--- src/rtl/payload_engine_pkg.sv ---
// payload_engine_pkg
//   Shared definitions for the programmable payload engines.
//   - CLS_W       : class-select field width ($clog2 of the class bus width)
//   - cfg word    : slot word {loop, sel}, control word {anchor, len}, both LSB-first
//   - ctrl_addr() : address of the control word for an engine with n state slots
//   - slot_cfg_t  : per-state slot configuration
package payload_engine_pkg;

    localparam int unsigned CLS_W  = 6;
    localparam int unsigned CFG_W  = CLS_W + 1;

    // Slot word layout
    localparam int unsigned SEL_LSB  = 0;
    localparam int unsigned LOOP_BIT = CLS_W;

    // Control word layout; the len field spans everything below the anchor bit
    localparam int unsigned LEN_LSB    = 0;
    localparam int unsigned LEN_FW     = CLS_W;
    localparam int unsigned ANCHOR_BIT = CLS_W;

    localparam int unsigned NFA_MAX_STATES = 16;

    typedef struct packed {
        logic             loop;
        logic [CLS_W-1:0] sel;
    } slot_cfg_t;

    // The control word sits directly after the last state slot.
    function automatic int unsigned ctrl_addr(input int unsigned num_states);
        return num_states;
    endfunction

endpackage

--- src/rtl/engine_nfa_cell.sv ---
// engine_nfa_cell
//   One NFA state position.
//   Ports:
//     clk, rst_n : clock, async active-low reset
//     cls_hit    : current byte matches this position's class (already len-masked)
//     prev       : predecessor term (previous state, or start term for position 0)
//     loop       : "+" self-loop enable for this position
//     clr        : synchronous clear of the state flop (wins over en)
//     en         : byte valid
//     nxt        : combinational next-state value for the current byte
//     s          : state flop
module engine_nfa_cell (
    input  logic clk,
    input  logic rst_n,
    input  logic cls_hit,
    input  logic prev,
    input  logic loop,
    input  logic clr,
    input  logic en,
    output logic nxt,
    output logic s
);

    assign nxt = cls_hit & (prev | (loop & s));

    always_ff @(posedge clk or negedge rst_n) begin
        if (!rst_n) begin
            s <= 1'b0;
        end else if (clr) begin
            s <= 1'b0;
        end else if (en) begin
            s <= nxt;
        end
    end

endmodule

--- src/rtl/engine_nfa_prog.sv ---
// engine_nfa_prog
//   Runtime-programmable NFA class-sequence matcher with optional "+" loops.
//   Build option: define MATCH_POS_EN to add the byte counter and match_pos
//   register; otherwise match_pos is tied to 0.
//   Ports:
//     clk, rst_n : clock, async active-low reset
//     sod        : start of data, clears per-packet state (priority over en)
//     en         : byte valid
//     cls        : class-hit bus for the current byte
//     cfg_we     : config write strobe (also clears the state vector)
//     cfg_addr   : 0..NUM_STATES-1 slot, NUM_STATES control word
//     cfg_wdata  : slot {loop, sel} or control {anchor, len}
//     out        : sticky match flag
//     match_pos  : byte offset of the byte completing the first match
module engine_nfa_prog
    import payload_engine_pkg::*;
#(
    parameter int unsigned NUM_STATES  = NFA_MAX_STATES,
    parameter int unsigned NUM_CLASSES = 64,
    parameter int unsigned POS_W       = 16
) (
    input  logic                              clk,
    input  logic                              rst_n,
    input  logic                              sod,
    input  logic                              en,
    input  logic [NUM_CLASSES-1:0]            cls,
    input  logic                              cfg_we,
    input  logic [$clog2(NUM_STATES+1)-1:0]   cfg_addr,
    input  logic [CLS_W:0]                    cfg_wdata,
    output logic                              out,
    output logic [POS_W-1:0]                  match_pos
);

    localparam int unsigned AW = $clog2(NUM_STATES + 1);
    localparam int unsigned LW = $clog2(NUM_STATES + 1);

    slot_cfg_t             slot_q [NUM_STATES];
    logic [LW-1:0]         len_q;
    logic                  anchor_q;
    logic                  first_q;
    logic                  out_q;

    logic [NUM_STATES-1:0] s_q;
    logic [NUM_STATES-1:0] s_nxt;
    logic [NUM_STATES-1:0] cls_hit;
    logic [NUM_STATES-1:0] prev;
    logic [NUM_STATES-1:0] loop_eff;
    logic                  clr;
    logic                  p0;
    logic                  match;
    logic [LEN_FW-1:0]     len_field;

    assign len_field = cfg_wdata[LEN_LSB +: LEN_FW];

    // Configuration registers
    always_ff @(posedge clk or negedge rst_n) begin
        if (!rst_n) begin
            for (int unsigned i = 0; i < NUM_STATES; i++) begin
                slot_q[i] <= '0;
            end
            len_q    <= '0;
            anchor_q <= 1'b0;
        end else if (cfg_we) begin
            for (int unsigned i = 0; i < NUM_STATES; i++) begin
                if (cfg_addr == AW'(i)) begin
                    slot_q[i].loop <= cfg_wdata[LOOP_BIT];
                    slot_q[i].sel  <= cfg_wdata[SEL_LSB +: CLS_W];
                end
            end
            if (cfg_addr == AW'(ctrl_addr(NUM_STATES))) begin
                anchor_q <= cfg_wdata[ANCHOR_BIT];
                if (int'(len_field) > int'(NUM_STATES)) begin
                    len_q <= LW'(NUM_STATES);
                end else begin
                    len_q <= LW'(len_field);
                end
            end
        end
    end

    // Anchor window: open from reset / sod until the first enabled byte.
    always_ff @(posedge clk or negedge rst_n) begin
        if (!rst_n) begin
            first_q <= 1'b1;
        end else if (sod && !en) begin
            first_q <= 1'b1;
        end else if (en) begin
            first_q <= 1'b0;
        end
    end

    // A byte arriving together with sod is evaluated against an empty state
    // vector: predecessor and self-loop terms are gated with sod rather than
    // clearing the flops first.
    always_comb begin
        p0       = !anchor_q || first_q || sod;
        prev     = '0;
        cls_hit  = '0;
        loop_eff = '0;
        prev[0]  = p0;
        for (int unsigned i = 0; i < NUM_STATES; i++) begin
            cls_hit[i]  = cls[slot_q[i].sel] & (LW'(i) < len_q);
            loop_eff[i] = slot_q[i].loop & ~sod;
        end
        for (int unsigned i = 1; i < NUM_STATES; i++) begin
            prev[i] = s_q[i-1] & ~sod;
        end
    end

    // The match uses the pre-write config; cfg_we only clears afterwards.
    always_comb begin
        match = 1'b0;
        for (int unsigned i = 0; i < NUM_STATES; i++) begin
            if (LW'(i + 1) == len_q) begin
                match = s_nxt[i];
            end
        end
    end

    assign clr = cfg_we | (sod & ~en);

    for (genvar g = 0; g < NUM_STATES; g++) begin : g_cell
        engine_nfa_cell u_cell (
            .clk     (clk),
            .rst_n   (rst_n),
            .cls_hit (cls_hit[g]),
            .prev    (prev[g]),
            .loop    (loop_eff[g]),
            .clr     (clr),
            .en      (en),
            .nxt     (s_nxt[g]),
            .s       (s_q[g])
        );
    end

    // Sticky match flag
    always_ff @(posedge clk or negedge rst_n) begin
        if (!rst_n) begin
            out_q <= 1'b0;
        end else if (sod && !en) begin
            out_q <= 1'b0;
        end else if (en) begin
            out_q <= match | (out_q & ~sod);
        end
    end

    assign out = out_q;

`ifdef MATCH_POS_EN
    logic [POS_W-1:0] cnt_q;
    logic [POS_W-1:0] pos_q;
    logic [POS_W-1:0] cur_cnt;

    // Offset of the byte being presented; a sod byte is offset 0.
    assign cur_cnt = sod ? '0 : cnt_q;

    always_ff @(posedge clk or negedge rst_n) begin
        if (!rst_n) begin
            cnt_q <= '0;
            pos_q <= '0;
        end else if (sod && !en) begin
            cnt_q <= '0;
            pos_q <= '0;
        end else if (en) begin
            cnt_q <= (cur_cnt == '1) ? cur_cnt : cur_cnt + 1'b1;
            if (sod) begin
                pos_q <= match ? cur_cnt : '0;
            end else if (match && !out_q) begin
                pos_q <= cur_cnt;
            end
        end
    end

    assign match_pos = pos_q;
`else
    assign match_pos = '0;
`endif

endmodule
--- config.mk ---
export PLATFORM = sky130hd
export DESIGN_NAME = engine_nfa_prog
export DESIGN_NICKNAME = d
export VERILOG_FILES = /design/src/rtl/payload_engine_pkg.sv /design/src/rtl/engine_nfa_cell.sv /design/src/rtl/engine_nfa_prog.sv
export SDC_FILE = /design/constraint.sdc
export NUM_CORES = 1
export LEC_CHECK = 0
export CORE_MARGIN = 2
export CORE_UTILIZATION = 34
export CTS_BUF_LIST = sky130_fd_sc_hd__clkbuf_4
export DETAILED_ROUTE_END_ITERATION = 8
export SYNTH_ARGS = -nofsm -noshare
export SYNTH_HDL_FRONTEND = slang
export SYNTH_SLANG_ARGS = --single-unit
--- constraint.sdc ---
create_clock -name clk -period 2.8 [get_ports clk]
set_input_delay 0.42 -clock clk [delete_from_list [all_inputs] [get_ports clk]]
set_output_delay 0.42 -clock clk [all_outputs]
set_load 0.01 [all_outputs]
==> results.json, run 1 <==
{
  "outcome": "complete, but fails checks",
  "violations": "setup timing",
  "hold_class": "in2async",
  "layout_setup_ws_ps": -96.26,
  "post_synth_xor_area_fraction_pct": 0,
  "synth_largest_type_area_fraction_pct": 39.73,
  "syn_area_per_cell_sq_um": 12.35,
  "synth_top_cells_by_area": "sky130_fd_sc_hd__mux4_2 40%, sky130_fd_sc_hd__dfrtp_1 23%, sky130_fd_sc_hd__mux2_2 9.5%, sky130_fd_sc_hd__mux2i_1 6.5%, sky130_fd_sc_hd__clkbuf_1 3.1%",
  "max-cap-violations": 0,
  "tightestPinTransition_ps": 766.7,
  "totalWireLength_um": 61900,
  "synth_commonest_cells": "258 x sky130_fd_sc_hd__mux4_2, 135 x sky130_fd_sc_hd__dfrtp_1, 123 x sky130_fd_sc_hd__mux2_2, 120 x sky130_fd_sc_hd__clkbuf_1, 95 x sky130_fd_sc_hd__mux2i_1",
  "muxShareOfSynthArea_pct": 55.70,
  "floorplan.initialDensity_pct": 34.64,
  "register_to_register_path_depth": 10,
  "grt_util_all_layers_pct": 28.06,
  "die-width_um": 211.4,
  "hold_violations": 0,
  "timing.critical_path.to_type": "flip-flop",
  "top_level_ports": 98,
  "area_fraction_in_compound_gates_after_synthesis_pct": 7.006,
  "yosys.area_share.simple_pct": 7.998,
  "synth_cells": 1184,
  "timing.rr.start": "slot_q[14]",
  "placed_area_sq_mm": 0.01836,
  "setup.worst_path.class": "in2reg",
  "rows": 75,
  "crit_path_max_fo": 9,
  "hpwlAfterDp_um": 44880,
  "final_instance_area_sq_mm": 0.01879,
  "die_height_um": 211.4,
  "clkSinkCount": 136,
  "vdd_ir_drop_max_mv": 0.3664,
  "syn_area_sq_mm": 0.01463,
  "fillers": 3825,
  "critPathLaunchType": "input pin",
  "grt_start_max_net_pins": 54,
  "cts.reportedPaths.clkPinSlew_ps": 160,
  "synthFlopType": "sky130_fd_sc_hd__dfrtp_1",
  "fin_crit_sh_pct": 103.4,
  "route.detailed.vias_per_inst": 6.827,
  "finalCoreUtilization_pct": 44.49,
  "maxSlewHeadroom_pct": 48.73,
  "wl_per_cell_um": 31.86,
  "flow.area_growth_from_synthesis_pct": 28.43,
  "cts_root_buffer": "sky130_fd_sc_hd__clkbuf_4",
  "cts_buffer_depth": 2,
  "synth_largest_area_cell": "sky130_fd_sc_hd__mux4_2",
  "worst_setup_ep": "out",
  "synth.most_common_cell": "sky130_fd_sc_hd__mux4_2",
  "max_freq_ghz": 0.3453,
  "design.die.area_sq_mm": 0.04469,
  "place.gp.congestion": 0.9812,
  "htree_levels": 4,
  "wire_length_of_the_first_global_routing_pass_um": 89970,
  "globalRouteOverflowTotal": 0,
  "drt_iter0_markers": 1934,
  "worst-r2r-setup-slack_ps": -80,
  "cts_tree": "done",
  "cellLeakagePower_nw": 7.041,
  "yosys_warnings": 0,
  "final_layout_size_suffix_gt1_share_pct": 50.14,
  "post-route-drc-count": 0,
  "required_ps": 3350,
  "synth_top_family_by_area": "multiplexers",
  "layout.nets": 1468,
  "finalSetupViolCount": 1,
  "cp.arrival_ps": 3440,
  "core_area_sq_mm": 0.04223,
  "worstSkewPairLatency_ps": 670,
  "postSynth.asyncResetShare_pct": 100.0,
  "critical_path.reg2reg.endpoint": "out",
  "synth.lib_cells_used.distinct": 59,
  "synth-edff-count": 0,
  "postSynthRegisterBits": 136,
  "synth.yosys.seq_area_share_pct": 23.28,
  "power_density_mw_per_mm2": 537.0,
  "drt_pre_antenna_iters": 6,
  "ant_nets": 0,
  "grt_pass1_vias": 13150,
  "critPathLaunch": "cls[40]",
  "design_power_total_mw": 10.09,
  "numPortBuffers": 81,
  "post_synth_fa_ha_maj_area_fraction_pct": 0,
  "finalMaxSlewViolations": 0,
  "cts_made_buffers": 17,
  "setup_repair_after_global_routing_missed_its_margin": "yes",
  "final.setup_skew_ps": 27.14,
  "grt_antenna_before_repair": 1,
  "routed-via-count": 13260,
  "finalCriticalPeriod_ps": 2896
}
## critical path: stages
cell and delay, ps:
sky130_fd_sc_hd__clkdlybuf4s50_1 610, sky130_fd_sc_hd__buf_4 290, sky130_fd_sc_hd__mux4_2 470, sky130_fd_sc_hd__nor2b_1 150, sky130_fd_sc_hd__a211oi_1 350, sky130_fd_sc_hd__buf_4 180, sky130_fd_sc_hd__o31a_1 120, sky130_fd_sc_hd__a21oi_1 90
sky130_fd_sc_hd__o21ai_0 280, sky130_fd_sc_hd__nand3_1 110, sky130_fd_sc_hd__a211oi_1 250, sky130_fd_sc_hd__a31oi_1 110
## through the flow
step	setup TNS [ps]	hold WS [ps]	worst slack (ps)	std cells
final	-96.26	260.2	-96.26	1943
after global routing	-165.4	315.2	-146.8	1941
after CTS	-70.26	246.1	-70.26	1936
after detailed placement	-3347	436.6	-661.1	1903
after global placement	-3148	430.5	-690.2	1903
after floorplan	0	124.4	61.64	1199
## cell families after synthesis
family                 count (synthesis)
flip-flops                           136
AND/OR/NAND/NOR                      224
buffers and inverters                197
multiplexers                         476
AO/OA/AOI/OAI                        150
other                                  1
## report_power, final
| part | internal, mW | switching [mW] | leakage, nW | total, mW |
|---|---|---|---|---|
| logic | 3.21 | 2.46 | 5.13 | 5.68 |
| clock network | 0.637 | 0.891 | 0.168 | 1.53 |
| registers | 2.30 | 0.585 | 1.74 | 2.88 |
## worst min path at each step
| stage | to | slack [ps] | cells past startpoint |
|---|---|---|---|
| 4_1_cts | slot_q[19] | 250 | 2 |
| 2_1_floorplan | anchor_q | 120 | 0 |
| 3_5_place_dp | slot_q[59] | 440 | 1 |
| 6_report | slot_q[19] | 260 | 2 |
| 5_1_grt | slot_q[3] | 320 | 2 |
| 3_3_place_gp | slot_q[59] | 430 | 1 |
## state kept, by name, summed over array words and instances, names as in the netlist
name / flops
len_q: 5
first_q: 1
out: 1
anchor_q: 1
g_cell.u_cell.s: 16
slot_q: 112
## layout by cell type, fill, tap and decap left out, types with 7 or more instances in the layout
cell	count
sky130_fd_sc_hd__a22o_1	7
sky130_fd_sc_hd__a22oi_1	16
sky130_fd_sc_hd__inv_1	10
sky130_fd_sc_hd__a31oi_1	7
sky130_fd_sc_hd__mux2_2	123
sky130_fd_sc_hd__nor3b_1	11
sky130_fd_sc_hd__dfrtp_2	10
sky130_fd_sc_hd__nand2_1	62
sky130_fd_sc_hd__mux4_2	258
sky130_fd_sc_hd__conb_1	16
sky130_fd_sc_hd__nor2b_1	26
sky130_fd_sc_hd__buf_12	79
sky130_fd_sc_hd__clkdlybuf4s50_1	80
sky130_fd_sc_hd__clkbuf_4	18
sky130_fd_sc_hd__a211oi_1	11
sky130_fd_sc_hd__dfrtp_1	125
sky130_fd_sc_hd__mux2i_1	95
sky130_fd_sc_hd__nor2_1	33
sky130_fd_sc_hd__o22ai_1	8
sky130_fd_sc_hd__nand2b_1	14
sky130_fd_sc_hd__nand3_1	20
sky130_fd_sc_hd__nor4_1	8
sky130_fd_sc_hd__a21oi_1	28
sky130_fd_sc_hd__nand4_1	11
sky130_fd_sc_hd__buf_4	192
sky130_fd_sc_hd__o21ai_0	26
sky130_fd_sc_hd__nor3_1	13
## what timing repair did
action,4_1_cts,5_1_grt
resized for setup,1,13
buffers inserted,0,0
cloned,0,3
hold endpoints to repair,49,0
setup endpoints to repair,1,2
hold buffers,1,0
pin swaps,0,1
## per-layer routing
layer | vias to the layer above | GRT usage, % | wire [um]
li1 | 5176 | - | -
met1 | 6669 | 36.32 | 22870
met2 | 1167 | 41.78 | 27170
met3 | 252 | 9.583 | 8232
met4 | 0 | 14.38 | 3627
met5 | - | 0 | 0
## area by class of cell
| class | instances | area [sq um] | area share [%] |
|---|---|---|---|
| tap | 539 | 674.4 | 3.590 |
| clock inverter | 14 | 172.7 | 0.9191 |
| clock buffer | 18 | 135.1 | 0.7193 |
| multi-input combinational | 866 | 10420 | 55.46 |
| antenna | 4 | 10.01 | 0.05328 |
| sequential | 136 | 3417 | 18.19 |
| timing repair buffer | 356 | 3920 | 20.87 |
| inverter | 10 | 37.54 | 0.1998 |
Note: power is estimated with default switching activity, not from simulation.
==> inputs of run 2 (changes only) <==
Settings changed: PLACE_DENSITY set to 0.52.
==> run 2 against run 1 <==
Compared with the run above:
- the flow still finishes with violations (setup timing)
- register-to-register slack got worse by 20 ps
- count of clock-buffer cells in the layout decreased by 1
- cell count increased by 1.9%
- total power decreased by 1.0%
- setup slack got worse by 8.7 ps
- clock power decreased by 10%
- first-iteration DRC count decreased by 34%
- sequential power about the same
- global-route usage increased by 0.98 points
- worst hold slack improved by 28 ps
- utilization about the same
- clock skew decreased by 4.9 ps
- critical path type is now reg2reg
- largest cell class unchanged
- highest routed layer unchanged
==> results.json, run 2 (synthesis gave the netlist of run 1 again) <==
{
  "cts_root_buffer": "sky130_fd_sc_hd__clkbuf_4",
  "tightestPinTransition_ps": 836.3,
  "grt_start_max_net_pins": 57,
  "design.die.area_sq_mm": 0.04469,
  "grt_util_all_layers_pct": 29.04,
  "max_reg_flops": 112,
  "cts_tree": "done",
  "place.gp.congestion": 0.9666,
  "pwr-share-clk_pct": 13.8,
  "route.detailed.vias_per_inst": 6.654,
  "top_cell_by_count_worst_path": "sky130_fd_sc_hd__mux4_2",
  "globalRouteOverflowTotal": 0,
  "final.setup_skew_ps": 22.25,
  "hpwlAfterDp_um": 46680,
  "finalMaxSlewViolations": 0,
  "hold_class": "in2async",
  "flow.area_growth_from_synthesis_pct": 28.57,
  "worstSkewPairLatency_ps": 640,
  "cellLeakagePower_nw": 7.090,
  "core_area_sq_mm": 0.04223,
  "ant_nets": 0,
  "die-width_um": 211.4,
  "finalCoreUtilization_pct": 44.53,
  "wire_length_of_the_first_global_routing_pass_um": 92880,
  "outcome": "complete, but fails checks",
  "most_frequent_cells_in_the_layout": "259 x sky130_fd_sc_hd__buf_4, 258 x sky130_fd_sc_hd__mux4_2, 127 x sky130_fd_sc_hd__dfrtp_1, 123 x sky130_fd_sc_hd__mux2_2, 93 x sky130_fd_sc_hd__mux2i_1",
  "setup.worst_path.class": "reg2reg",
  "cts.reportedPaths.clkPinSlew_ps": 160,
  "placed_area_sq_mm": 0.01825,
  "intPower_mw": 5.936,
  "grt_antenna_before_repair": 3,
  "drt_iter0_markers": 1277,
  "mostFrequentLayoutCell": "sky130_fd_sc_hd__buf_4",
  "fillers": 3898,
  "post-route-drc-count": 0,
  "final_layout_size_suffix_gt1_share_pct": 52.50,
  "cells_along_the_critical_path": "buf_12 -> mux4_2 -> mux4_2 -> mux2i_4 -> a2111oi_4 -> o2bb2a_4 -> nand3_1 -> a211oi_2 -> a31oi_1",
  "wl_per_cell_um": 32.06,
  "htree_levels": 4,
  "crit_path_max_fo": 5,
  "top_regs": "slot_q (112), g_cell.u_cell.s (16), len_q (5)",
  "seq_power_share_pct": 28.9,
  "rows": 75,
  "floorplan.initialDensity_pct": 34.64,
  "grt_pass1_vias": 13200,
  "maxSlewHeadroom_pct": 44.04,
  "hold_violations": 0,
  "crit_path_top_delay_cell": "sky130_fd_sc_hd__mux4_2",
  "design_power_total_mw": 9.983,
  "switching_share_pct": 40.54,
  "worst-r2r-setup-slack_ps": -100,
  "final_instance_area_sq_mm": 0.01881,
  "max_freq_ghz": 0.3442,
  "critical_path.max_stage_delay_ps": 520,
  "max-cap-violations": 0,
  "multi_input_area_sq_mm": 0.01057,
  "totalWireLength_um": 63480,
  "vdd_ir_drop_max_mv": 0.2775,
  "power.net_switching_mw": 4.047,
  "required_ps": 3340,
  "finalSetupViolCount": 1,
  "die_height_um": 211.4,
  "fin_crit_sh_pct": 103.7,
  "critPathLaunchType": "flip-flop",
  "layout.area.seq_sq_mm": 0.003415,
  "timing.critical_path.to_type": "flip-flop",
  "layout_setup_ws_ps": -104.9,
  "routed-via-count": 13180,
  "violations": "setup timing",
  "finalCriticalPeriod_ps": 2905,
  "setup_repair_after_global_routing_missed_its_margin": "yes",
  "cts_buffer_depth": 2,
  "tns_ps": -104.9,
  "cp.arrival_ps": 3440,
  "comb_power_share_pct": 57.4,
  "numPortBuffers": 81,
  "cts_made_buffers": 17,
  "clkSinkCount": 136,
  "top_level_ports": 98,
  "layout.nets": 1506,
  "power_density_mw_per_mm2": 530.8,
  "largest_reg_by_ff_count": "slot_q",
  "drt_pre_antenna_iters": 7
}
-- run 2: power groups by stage --
stage | Sequential, mW | Combinational, mW | Clock (mW)
global route | 2.92 | 6.02 | 1.50
global placement | 2.90 | 5.43 | 0
detailed placement | 2.91 | 5.46 | 0
finish | 2.88 | 5.73 | 1.37
CTS | 2.88 | 5.62 | 1.41
floorplan | 2.52 | 3.76 | 0
-- run 2: final cells by class --
cell class	count	area share (%)
multi-input cells	866	56.21
repair buffers	394	20.32
flip-flops and latches	136	18.16
well taps	539	3.586
clock inverters	15	0.8051
clock buffers	17	0.6786
inverters	10	0.1996
diodes	3	0.03992
-- run 2: final timing paths --
kind,start,endpoint,cells after the start
worst max-delay path,slot_q[84],out,9
worst min-delay path,rst_n,slot_q[36],2
worst min register to register,g_cell[15].u_cell.s,g_cell[15].u_cell.s,2
worst max register to register,slot_q[84],out,9
min in group clk,en,first_q,2
max in group asynchronous,rst_n,slot_q[78],3
-- run 2: per-stage QoR --
stage / hold WS [ps] / instances / setup slack, ps
2_1_floorplan: 124.4 / 1199 / 61.64
3_3_place_gp: 437.9 / 1939 / -761.9
3_5_place_dp: 447.5 / 1939 / -744.4
4_1_cts: 266.6 / 1973 / -24.69
5_1_grt: 285.4 / 1979 / -139.7
6_report: 287.8 / 1980 / -104.9
-- run 2: metal layers --
| layer | track usage, % | vias up | part of all wire [%] |
|---|---|---|---|
| li1 | - | 5255 | - |
| met1 | 36.78 | 6764 | 37 |
| met2 | 45.83 | 975 | 46 |
| met3 | 8.144 | 181 | 11 |
| met4 | 14.18 | 0 | 5.6 |
| met5 | 0 | - | 0 |
-- run 2: worst max-delay path: cells and delay by family (launching register included) --
family,cells,cell delay (ps)
and+or+nand+nor,1,90
DFF,1,480
buffers and inverters,1,150
muxes,3,1340
AOI/OAI and AO/OA,4,740
-- run 2: what timing repair did --
| action | in CTS | in global routing |
|---|---|---|
| gates cloned | 1 | 0 |
| gates resized for setup | 34 | 10 |
| hold endpoints to repair | 54 | 0 |
| hold buffers | 1 | 0 |
| setup endpoints to repair | 2 | 2 |
| buffers inserted | 2 | 4 |
| pin swaps | 5 | 2 |
==> inputs of run 3 (changes only) <==
Clock period 2.8 ns to 2.5 ns, I/O delays scaled along.
==> run 3 against run 2 <==
Compared with the run above:
- the run still ends with setup timing left
- cell count is 3.0% higher
- worst hold slack got worse by 23 ps
- setup slack worse by 350 ps
- non-clock buffer count rose by 59
- fmax is 1.7% lower
- via count is 3.0% higher
- routed wire length rose by 6.0%
- largest power group unchanged
==> results.json, run 3 (synthesis gave the netlist of run 1 again) <==
{
  "flow.area_growth_from_synthesis_pct": 34.64,
  "cts_made_buffers": 17,
  "tns_ps": -813.5,
  "layout_setup_ws_ps": -454.6,
  "finalCoreUtilization_pct": 46.63,
  "maxSlewHeadroom_pct": 49.78,
  "vdd_ir_drop_max_mv": 0.3983,
  "grt_util_all_layers_pct": 30.46,
  "post-route-drc-count": 0,
  "required_ps": 3010,
  "top_level_ports": 98,
  "preCtsSetupSlack_ps": -1097,
  "final.setup_skew_ps": 40.50,
  "placed_area_sq_mm": 0.01885,
  "final_layout_size_suffix_gt1_share_pct": 54.64,
  "route.detailed.vias_per_inst": 6.656,
  "layout.nets": 1565,
  "wire_length_of_the_first_global_routing_pass_um": 96780,
  "wl_per_cell_um": 32.99,
  "place.gp.congestion": 1.048,
  "violations": "setup timing",
  "hold_class": "in2async",
  "drt_pre_antenna_iters": 8,
  "hpwlAfterDp_um": 49330,
  "finalSetupViolCount": 6,
  "fin_crit_sh_pct": 118.2,
  "largest_reg_by_ff_count": "slot_q",
  "cts_tree": "done",
  "core_area_sq_mm": 0.04223,
  "ant_nets": 0,
  "floorplan.initialDensity_pct": 34.64,
  "globalRouteOverflowTotal": 0,
  "mostFrequentLayoutCell": "sky130_fd_sc_hd__buf_4",
  "outcome": "complete, but fails checks",
  "timing.critical_path.to_type": "flip-flop",
  "totalWireLength_um": 67280,
  "routed-via-count": 13570,
  "die-width_um": 211.4,
  "setup_repair_after_global_routing_missed_its_margin": "yes",
  "setup.worst_path.class": "reg2reg",
  "htree_levels": 4,
  "drt_iter0_markers": 1569,
  "worstSkewPairLatency_ps": 650,
  "grt_start_max_net_pins": 58,
  "cellLeakagePower_nw": 7.552,
  "critPathLaunchType": "flip-flop",
  "grt_antenna_before_repair": 6,
  "finalCriticalPeriod_ps": 2955,
  "final_instance_area_sq_mm": 0.01969,
  "max_reg_flops": 112,
  "top_regs": "slot_q (112), g_cell.u_cell.s (16), len_q (5)",
  "clkSinkCount": 136,
  "cts.reportedPaths.clkPinSlew_ps": 170,
  "grt_pass1_vias": 13830,
  "numPortBuffers": 81,
  "power_density_mw_per_mm2": 611.8,
  "hold_violations": 0,
  "rows": 75,
  "max-cap-violations": 0,
  "cts_root_buffer": "sky130_fd_sc_hd__clkbuf_4",
  "die_height_um": 211.4,
  "tightestPinTransition_ps": 750.9,
  "cts_buffer_depth": 2,
  "most_frequent_cells_in_the_layout": "288 x sky130_fd_sc_hd__buf_4, 258 x sky130_fd_sc_hd__mux4_2, 125 x sky130_fd_sc_hd__dfrtp_1, 122 x sky130_fd_sc_hd__mux2_2, 92 x sky130_fd_sc_hd__mux2i_1",
  "finalMaxSlewViolations": 0,
  "cp.arrival_ps": 3470,
  "crit_path_max_fo": 3,
  "max_freq_ghz": 0.3385,
  "design.die.area_sq_mm": 0.04469
}
==> run 3: changes by cell type in the layout (fill, tap and decap cells not counted), sizes merged <==
cell and change:
buf +57, inv -9, bufinv +4, clkbuf +5, clkinv +2
==> run 3: final timing paths <==
kind / depth (start not counted) / end / startpoint / slack (ps)
max in group asynchronous: 3 / first_q / rst_n / 1490
setup / recovery: 10 / out / slot_q[91] / -450
hold reg to reg: 1 / slot_q[111] / slot_q[111] / 520
setup reg to reg: 10 / out / slot_q[91] / -450
hold / removal: 2 / slot_q[16] / rst_n / 260
min in group clk: 2 / first_q / en / 420
==> run 3: final cells by class <==
| type | count | area [sq um] |
|---|---|---|
| inverter | 10 | 37.54 |
| sequential | 136 | 3417 |
| multi-input combinational | 866 | 10580 |
| clock inverter | 12 | 175.2 |
| fill | 3872 | 22540 |
| clock buffer | 20 | 150.1 |
| timing repair buffer | 453 | 4647 |
| antenna | 3 | 7.507 |
| tap | 539 | 674.4 |
==> run 3: report_power, final <==
group | internal (mW) | switching (mW) | leakage [nW]
combinational | 4.03 | 3.07 | 5.64
clock | 0.826 | 0.973 | 0.171
sequential | 2.57 | 0.579 | 1.74
==> run 3: repair_timing <==
| action | in CTS | in global routing |
|---|---|---|
| buffers inserted | 7 | 8 |
| endpoints found under the setup margin | 9 | 11 |
| gates cloned | 4 | 2 |
| endpoints found under the hold margin | 52 | 0 |
| pin swaps | 7 | 5 |
| hold buffers | 1 | 0 |
| gates resized for setup | 34 | 22 |
==> run 3: critical path, stage by stage (launching register included) <==
cell and delay [ps]:
sky130_fd_sc_hd__dfrtp_2 400, sky130_fd_sc_hd__buf_4 140, sky130_fd_sc_hd__buf_6 120, sky130_fd_sc_hd__mux4_2 470, sky130_fd_sc_hd__mux2_2 280, sky130_fd_sc_hd__o211ai_1 460
sky130_fd_sc_hd__o32ai_4 240, sky130_fd_sc_hd__a211oi_2 250, sky130_fd_sc_hd__nand3_1 150, sky130_fd_sc_hd__a211oi_2 190, sky130_fd_sc_hd__a31oi_1 110
==> run 3: layer usage <==
metal,global-route usage [%],wire length (um)
met5,0,0
met3,7.506,6848
met4,18.70,5392
met1,36.88,24130
met2,49.06,30910
==> run 3: through the flow <==
step,std cells,hold slack [ps],power (mW)
2_1_floorplan,1199,79.41,7.053
3_3_place_gp,1985,374.3,9.689
3_5_place_dp,1985,377.1,9.768
4_1_cts,2027,241.6,11.85
5_1_grt,2038,252.1,12.52
6_report,2039,264.5,12.05
